### src/rtl/multi_edge_monitor.sv
// Multi-channel edge monitor: synchroniser, persistence filter, mode-gated edge events.
// Edge pulses, filtered level, sticky flags and counters all update on the filter's accept edge.
module multi_edge_monitor #(
  parameter int                  CHANNELS      = 4,
  parameter int                  SYNC_STAGES   = 2,
  parameter int                  FILTER_CYCLES = 4,
  parameter int                  COUNT_WIDTH   = 8,
  parameter logic [CHANNELS-1:0] RESET_LEVEL   = {CHANNELS{1'b0}}
) (
  input  logic                            clk,
  input  logic                            reset,
  input  logic [CHANNELS-1:0]             in,
  input  logic [2*CHANNELS-1:0]           mode,
  input  logic [CHANNELS-1:0]             clear,
  output logic [CHANNELS-1:0]             filtered,
  output logic [CHANNELS-1:0]             posedge_detected,
  output logic [CHANNELS-1:0]             negedge_detected,
  output logic [CHANNELS-1:0]             event_pulse,
  output logic [CHANNELS-1:0]             event_sticky,
  output logic [CHANNELS*COUNT_WIDTH-1:0] event_count,
  output logic                            any_event
);

  localparam int                    FW       = $clog2(FILTER_CYCLES) + 1;
  localparam logic [FW-1:0]         FLT_LAST = FW'(FILTER_CYCLES - 1);
  localparam logic [COUNT_WIDTH-1:0] CNT_MAX = '1;

  logic [CHANNELS-1:0]    sync_q [SYNC_STAGES];
  logic [CHANNELS-1:0]    sync;
  logic [CHANNELS-1:0]    filt_q, filt_d;
  logic [FW-1:0]          flt_cnt_q [CHANNELS];
  logic [FW-1:0]          flt_cnt_d [CHANNELS];
  logic [CHANNELS-1:0]    pos_q, pos_d, neg_q, neg_d;
  logic [CHANNELS-1:0]    ev_q, ev_d, sticky_q, sticky_d;
  logic [COUNT_WIDTH-1:0] cnt_q [CHANNELS];
  logic [COUNT_WIDTH-1:0] cnt_d [CHANNELS];
  logic                   any_q, any_d;

  assign sync = sync_q[SYNC_STAGES-1];

  always_ff @(posedge clk) begin
    if (reset) begin
      for (int s = 0; s < SYNC_STAGES; s++) sync_q[s] <= RESET_LEVEL;
    end else begin
      sync_q[0] <= in;
      for (int s = 1; s < SYNC_STAGES; s++) sync_q[s] <= sync_q[s-1];
    end
  end

  // A new level is accepted only after differing from filtered for FILTER_CYCLES straight cycles.
  always_comb begin
    filt_d    = filt_q;
    flt_cnt_d = flt_cnt_q;
    pos_d     = '0;
    neg_d     = '0;
    ev_d      = '0;
    sticky_d  = sticky_q;
    cnt_d     = cnt_q;
    for (int i = 0; i < CHANNELS; i++) begin
      if (sync[i] == filt_q[i]) begin
        flt_cnt_d[i] = '0;
      end else if (flt_cnt_q[i] == FLT_LAST) begin
        filt_d[i]    = sync[i];
        flt_cnt_d[i] = '0;
        pos_d[i]     = sync[i];
        neg_d[i]     = ~sync[i];
      end else begin
        flt_cnt_d[i] = flt_cnt_q[i] + 1'b1;
      end
      ev_d[i] = (pos_d[i] & mode[2*i]) | (neg_d[i] & mode[2*i+1]);
      // An event coinciding with clear still counts, so nothing is lost.
      if (ev_d[i])       sticky_d[i] = 1'b1;
      else if (clear[i]) sticky_d[i] = 1'b0;
      if (clear[i])                          cnt_d[i] = ev_d[i] ? COUNT_WIDTH'(1) : '0;
      else if (ev_d[i] && cnt_q[i] != CNT_MAX) cnt_d[i] = cnt_q[i] + 1'b1;
    end
    any_d = |ev_d;
  end

  always_ff @(posedge clk) begin
    if (reset) begin
      filt_q   <= RESET_LEVEL;
      pos_q    <= '0;
      neg_q    <= '0;
      ev_q     <= '0;
      sticky_q <= '0;
      any_q    <= 1'b0;
      for (int i = 0; i < CHANNELS; i++) begin
        flt_cnt_q[i] <= '0;
        cnt_q[i]     <= '0;
      end
    end else begin
      filt_q    <= filt_d;
      pos_q     <= pos_d;
      neg_q     <= neg_d;
      ev_q      <= ev_d;
      sticky_q  <= sticky_d;
      any_q     <= any_d;
      flt_cnt_q <= flt_cnt_d;
      cnt_q     <= cnt_d;
    end
  end

  always_comb begin
    event_count = '0;
    for (int i = 0; i < CHANNELS; i++) event_count[i*COUNT_WIDTH +: COUNT_WIDTH] = cnt_q[i];
  end

  assign filtered         = filt_q;
  assign posedge_detected = pos_q;
  assign negedge_detected = neg_q;
  assign event_pulse      = ev_q;
  assign event_sticky     = sticky_q;
  assign any_event        = any_q;

endmodule

### config.mk
export PLATFORM = sky130hd
export DESIGN_NAME = multi_edge_monitor
export DESIGN_NICKNAME = d
export VERILOG_FILES = /design/src/rtl/multi_edge_monitor.sv
export SDC_FILE = /design/constraint.sdc
export NUM_CORES = 1
export LEC_CHECK = 0
export CAP_MARGIN = 20
export CORE_ASPECT_RATIO = 0.75
export CORE_MARGIN = 4
export CORE_UTILIZATION = 50
export CTS_CLUSTER_SIZE = 12
export DETAILED_ROUTE_END_ITERATION = 10
export PLACE_DENSITY = 0.8
export SYNTH_ARGS = -nofsm -noshare
export SYNTH_HDL_FRONTEND = slang
export SYNTH_SLANG_ARGS = --single-unit
### constraint.sdc
create_clock -name clk -period 2 [get_ports clk]
set_input_delay 0.3 -clock clk [delete_from_list [all_inputs] [get_ports clk]]
set_output_delay 0.3 -clock clk [all_outputs]
set_load 0.02 [all_outputs]
==> impl_metrics.json, run 1 <==
{
  "status": "completed",
  "synth_ff_type": "dfxtp_1",
  "dpl-instance-area_um2": 3890,
  "drv_cap": 0,
  "clock-skew-final_ns": 0.00760,
  "slowest_delay_ns": 0.51,
  "crit_path_start_kind": "flip-flop",
  "stdcell_area_um2": 4120,
  "num_vias": 2736,
  "layout.nets": 448,
  "drv_slew": 0,
  "cts_htree_levels": 3,
  "synth_edf_count": 0,
  "ant_nets": 0,
  "via_per_inst": 5.48,
  "clock_sinks": 73,
  "design.core.area_um2": 5920,
  "grt_use_total": 0.184,
  "rows": 24,
  "io_pins": 71,
  "clk_path_buf_depth": 2,
  "drt-initial-drc-count": 72,
  "fmax_mhz": 545,
  "grt_pass1_vias": 2501,
  "hold_buffers": 0,
  "setup_ws_ns": 0.164,
  "avgSynthCellArea_um2": 9.03,
  "cp_top_family": "simple AND/OR/NAND/NOR gates",
  "synthToLayoutAreaGrowth_pct": 32.2,
  "overflow": 0,
  "die_height_um": 76.4,
  "synth_area_leader_cell": "dfxtp_1",
  "syn_nets": 375,
  "synth_cell_types": 49,
  "synth.area.top_cells": "dfxtp_1 47%, ha_1 4.8%, nor2_1 4.7%",
  "slew_headroom": 0.612,
  "yosys-top-cells-count": "73 x dfxtp_1, 39 x nor2_1, 24 x a21oi_1, 21 x nand2_1, 16 x inv_1",
  "die_area_um2": 7570,
  "path_clk_slew_ns": 0.07,
  "yosysSeqAreaShare": 0.469,
  "drt-wirelength-per-cell_um": 13.6,
  "power_density_nw_per_um2": 670,
  "routed_wl_um": 6800,
  "fin_hold_ws_ns": 0.425,
  "period_minus_slack_ns": 1.84,
  "ys_seq_elements": 73,
  "fillCellCount": 469,
  "cp.required_ns": 2.27,
  "gp_congestion": 0.865,
  "synth_top_area_frac": 0.469,
  "worstPathArrival_ns": 2.10,
  "place_ws_ns": 0.0352,
  "clk_latency_ns": 0.34,
  "grt_max_degree": 41,
  "worst_setup_path_end_kind": "flip-flop",
  "hold_viol": 0,
  "synthCells": 345,
  "crit_slowest_cell": "or4_1",
  "rsz0062_at_grt": "false",
  "yosysMostFrequentCell": "dfxtp_1",
  "fin_crit_sh": 0.918,
  "syn_area_um2": 3120,
  "n_antenna_cell": 0,
  "cts_made_buffers": 9,
  "drive_gt1_frac": 0.0713,
  "grt_first_pass_wirelength_um": 11600,
  "dpl.hpwl_um": 4940,
  "synthArstFlopShare": 0,
  "dr.pass1.iters": 4,
  "dieWidth_um": 99.2,
  "critPathBufInv": 0,
  "finalSetupViolCount": 0,
  "p_leak_nw": 1.46,
  "cts_tree": "done",
  "cts-root-buf": "clkbuf_8",
  "crit_type": "flip-flop to flip-flop",
  "tightest_slew_ns": 0.578,
  "grt_antenna_before_repair": 0,
  "crit_path_cell_trace": "ha_1 > ha_2 > nand4b_1 > and2_2 > or4_1 > a21oi_1",
  "hold_class": "flip-flop to flip-flop",
  "tns_ns": 0,
  "drcViolationCount": 0,
  "ys_warn_count": 0,
  "vdd_drop_max_mv": 0.673,
  "io_buffers": 70,
  "initial_core_util": 0.527,
  "crit_fanout": 9
}
-- sequential cells by signal, indices dropped and copies added, names as in the netlist --
| name | count |
|---|---|
| event_pulse | 4 |
| sync_q | 8 |
| filtered | 4 |
| event_count | 32 |
| event_sticky | 4 |
| posedge_detected | 4 |
| any_event | 1 |
| flt_cnt_q | 12 |
| negedge_detected | 4 |
-- where the power goes --
group	switching [mW]	internal (mW)	leakage, nW
combinational	0.0386	0.0489	0.775
sequential	0.00555	1.46	0.590
clock	0.517	0.688	0.0934
total	0.561	2.20	1.46
-- stage by stage --
| stage | instances | utilization | total power [mW] |
|---|---|---|---|
| finish | 499 | 0.696 | 2.76 |
| global route | 499 | 0.696 | 2.88 |
| CTS | 497 | 0.693 | 2.80 |
| detailed placement | 483 | 0.658 | 1.59 |
| global placement | 483 | 0.658 | 1.59 |
| floorplan | 345 | - | 1.54 |
-- final timing paths --
kind / from / to / slack (ns) / cells past startpoint
setup / recovery: flt_cnt_q[0] / event_count[27] / 0.16 / 6
hold reg to reg: flt_cnt_q[0] / flt_cnt_q[0] / 0.43 / 1
hold / removal: flt_cnt_q[0] / flt_cnt_q[0] / 0.43 / 1
setup reg to reg: flt_cnt_q[0] / event_count[27] / 0.16 / 6
-- kinds of logic (layout without fill, tap and decap cells) --
family	after synthesis	count (layout)	synth area share
multiplexers	5	5	0.0161
AO/OA/AOI/OAI	74	74	0.162
flip-flops	73	73	0.469
buffers and inverters	29	105	0.0373
AND/OR/NAND/NOR	152	152	0.267
adder cells (fa/ha/maj)	12	12	0.0482
-- metal layers --
| layer | wire (um) | vias up | track usage |
|---|---|---|---|
| met2 | 3140 | 77 | 0.296 |
| li1 | - | 1386 | - |
| met3 | 455 | 2 | 0.0659 |
| met1 | 3180 | 1271 | 0.234 |
| met5 | 0 | - | 0 |
| met4 | 25 | 0 | 0.0491 |
-- worst reg2reg max path: stages, from the launching register on --
cell      delay [ns]
dfxtp_1         0.33
ha_1            0.16
ha_2            0.23
nand4b_1        0.13
and2_2          0.27
or4_1           0.51
a21oi_1         0.14
-- layout make-up --
type	instances	area (um2)	area share
Inverter	16	60.1	0.0146
Multi-Input combinational cell	243	1540	0.375
Sequential cell	73	1460	0.355
Tap cell	78	97.6	0.0237
Clock inverter	5	82.6	0.0200
Timing Repair Buffer	75	751	0.182
Clock buffer	9	124	0.0301
-- cells in the final DEF, fill, tap and decap left out, drive strengths merged, types with 7 or more instances in the layout --
master          n
o21ai           7
clkdlybuf4s50  70
nand2          21
inv            16
nand3          11
nand2b         14
o31ai           7
a31oi           7
a21oi          24
dfxtp          73
clkbuf          9
nor2b          12
nor3           11
ha             12
and2            7
nand4b          9
nor2           39
-- what timing repair did --
item,in CTS,in global routing
buffers inserted,0,2
endpoints found under the setup margin,0,5
gates resized for setup,0,4
Note: power is estimated with default switching activity, not from simulation.
==> run 2, diff against run 1 <==
--- a/config.mk
+++ b/config.mk
@@ -12,6 +12,7 @@
 export CTS_CLUSTER_SIZE = 12
 export DETAILED_ROUTE_END_ITERATION = 10
 export PLACE_DENSITY = 0.8
+export SLEW_MARGIN = 10
 export SYNTH_ARGS = -nofsm -noshare
 export SYNTH_HDL_FRONTEND = slang
 export SYNTH_SLANG_ARGS = --single-unit
==> results of run 2 <==
Final layout, timing and power as in run 1 (identical DEF).
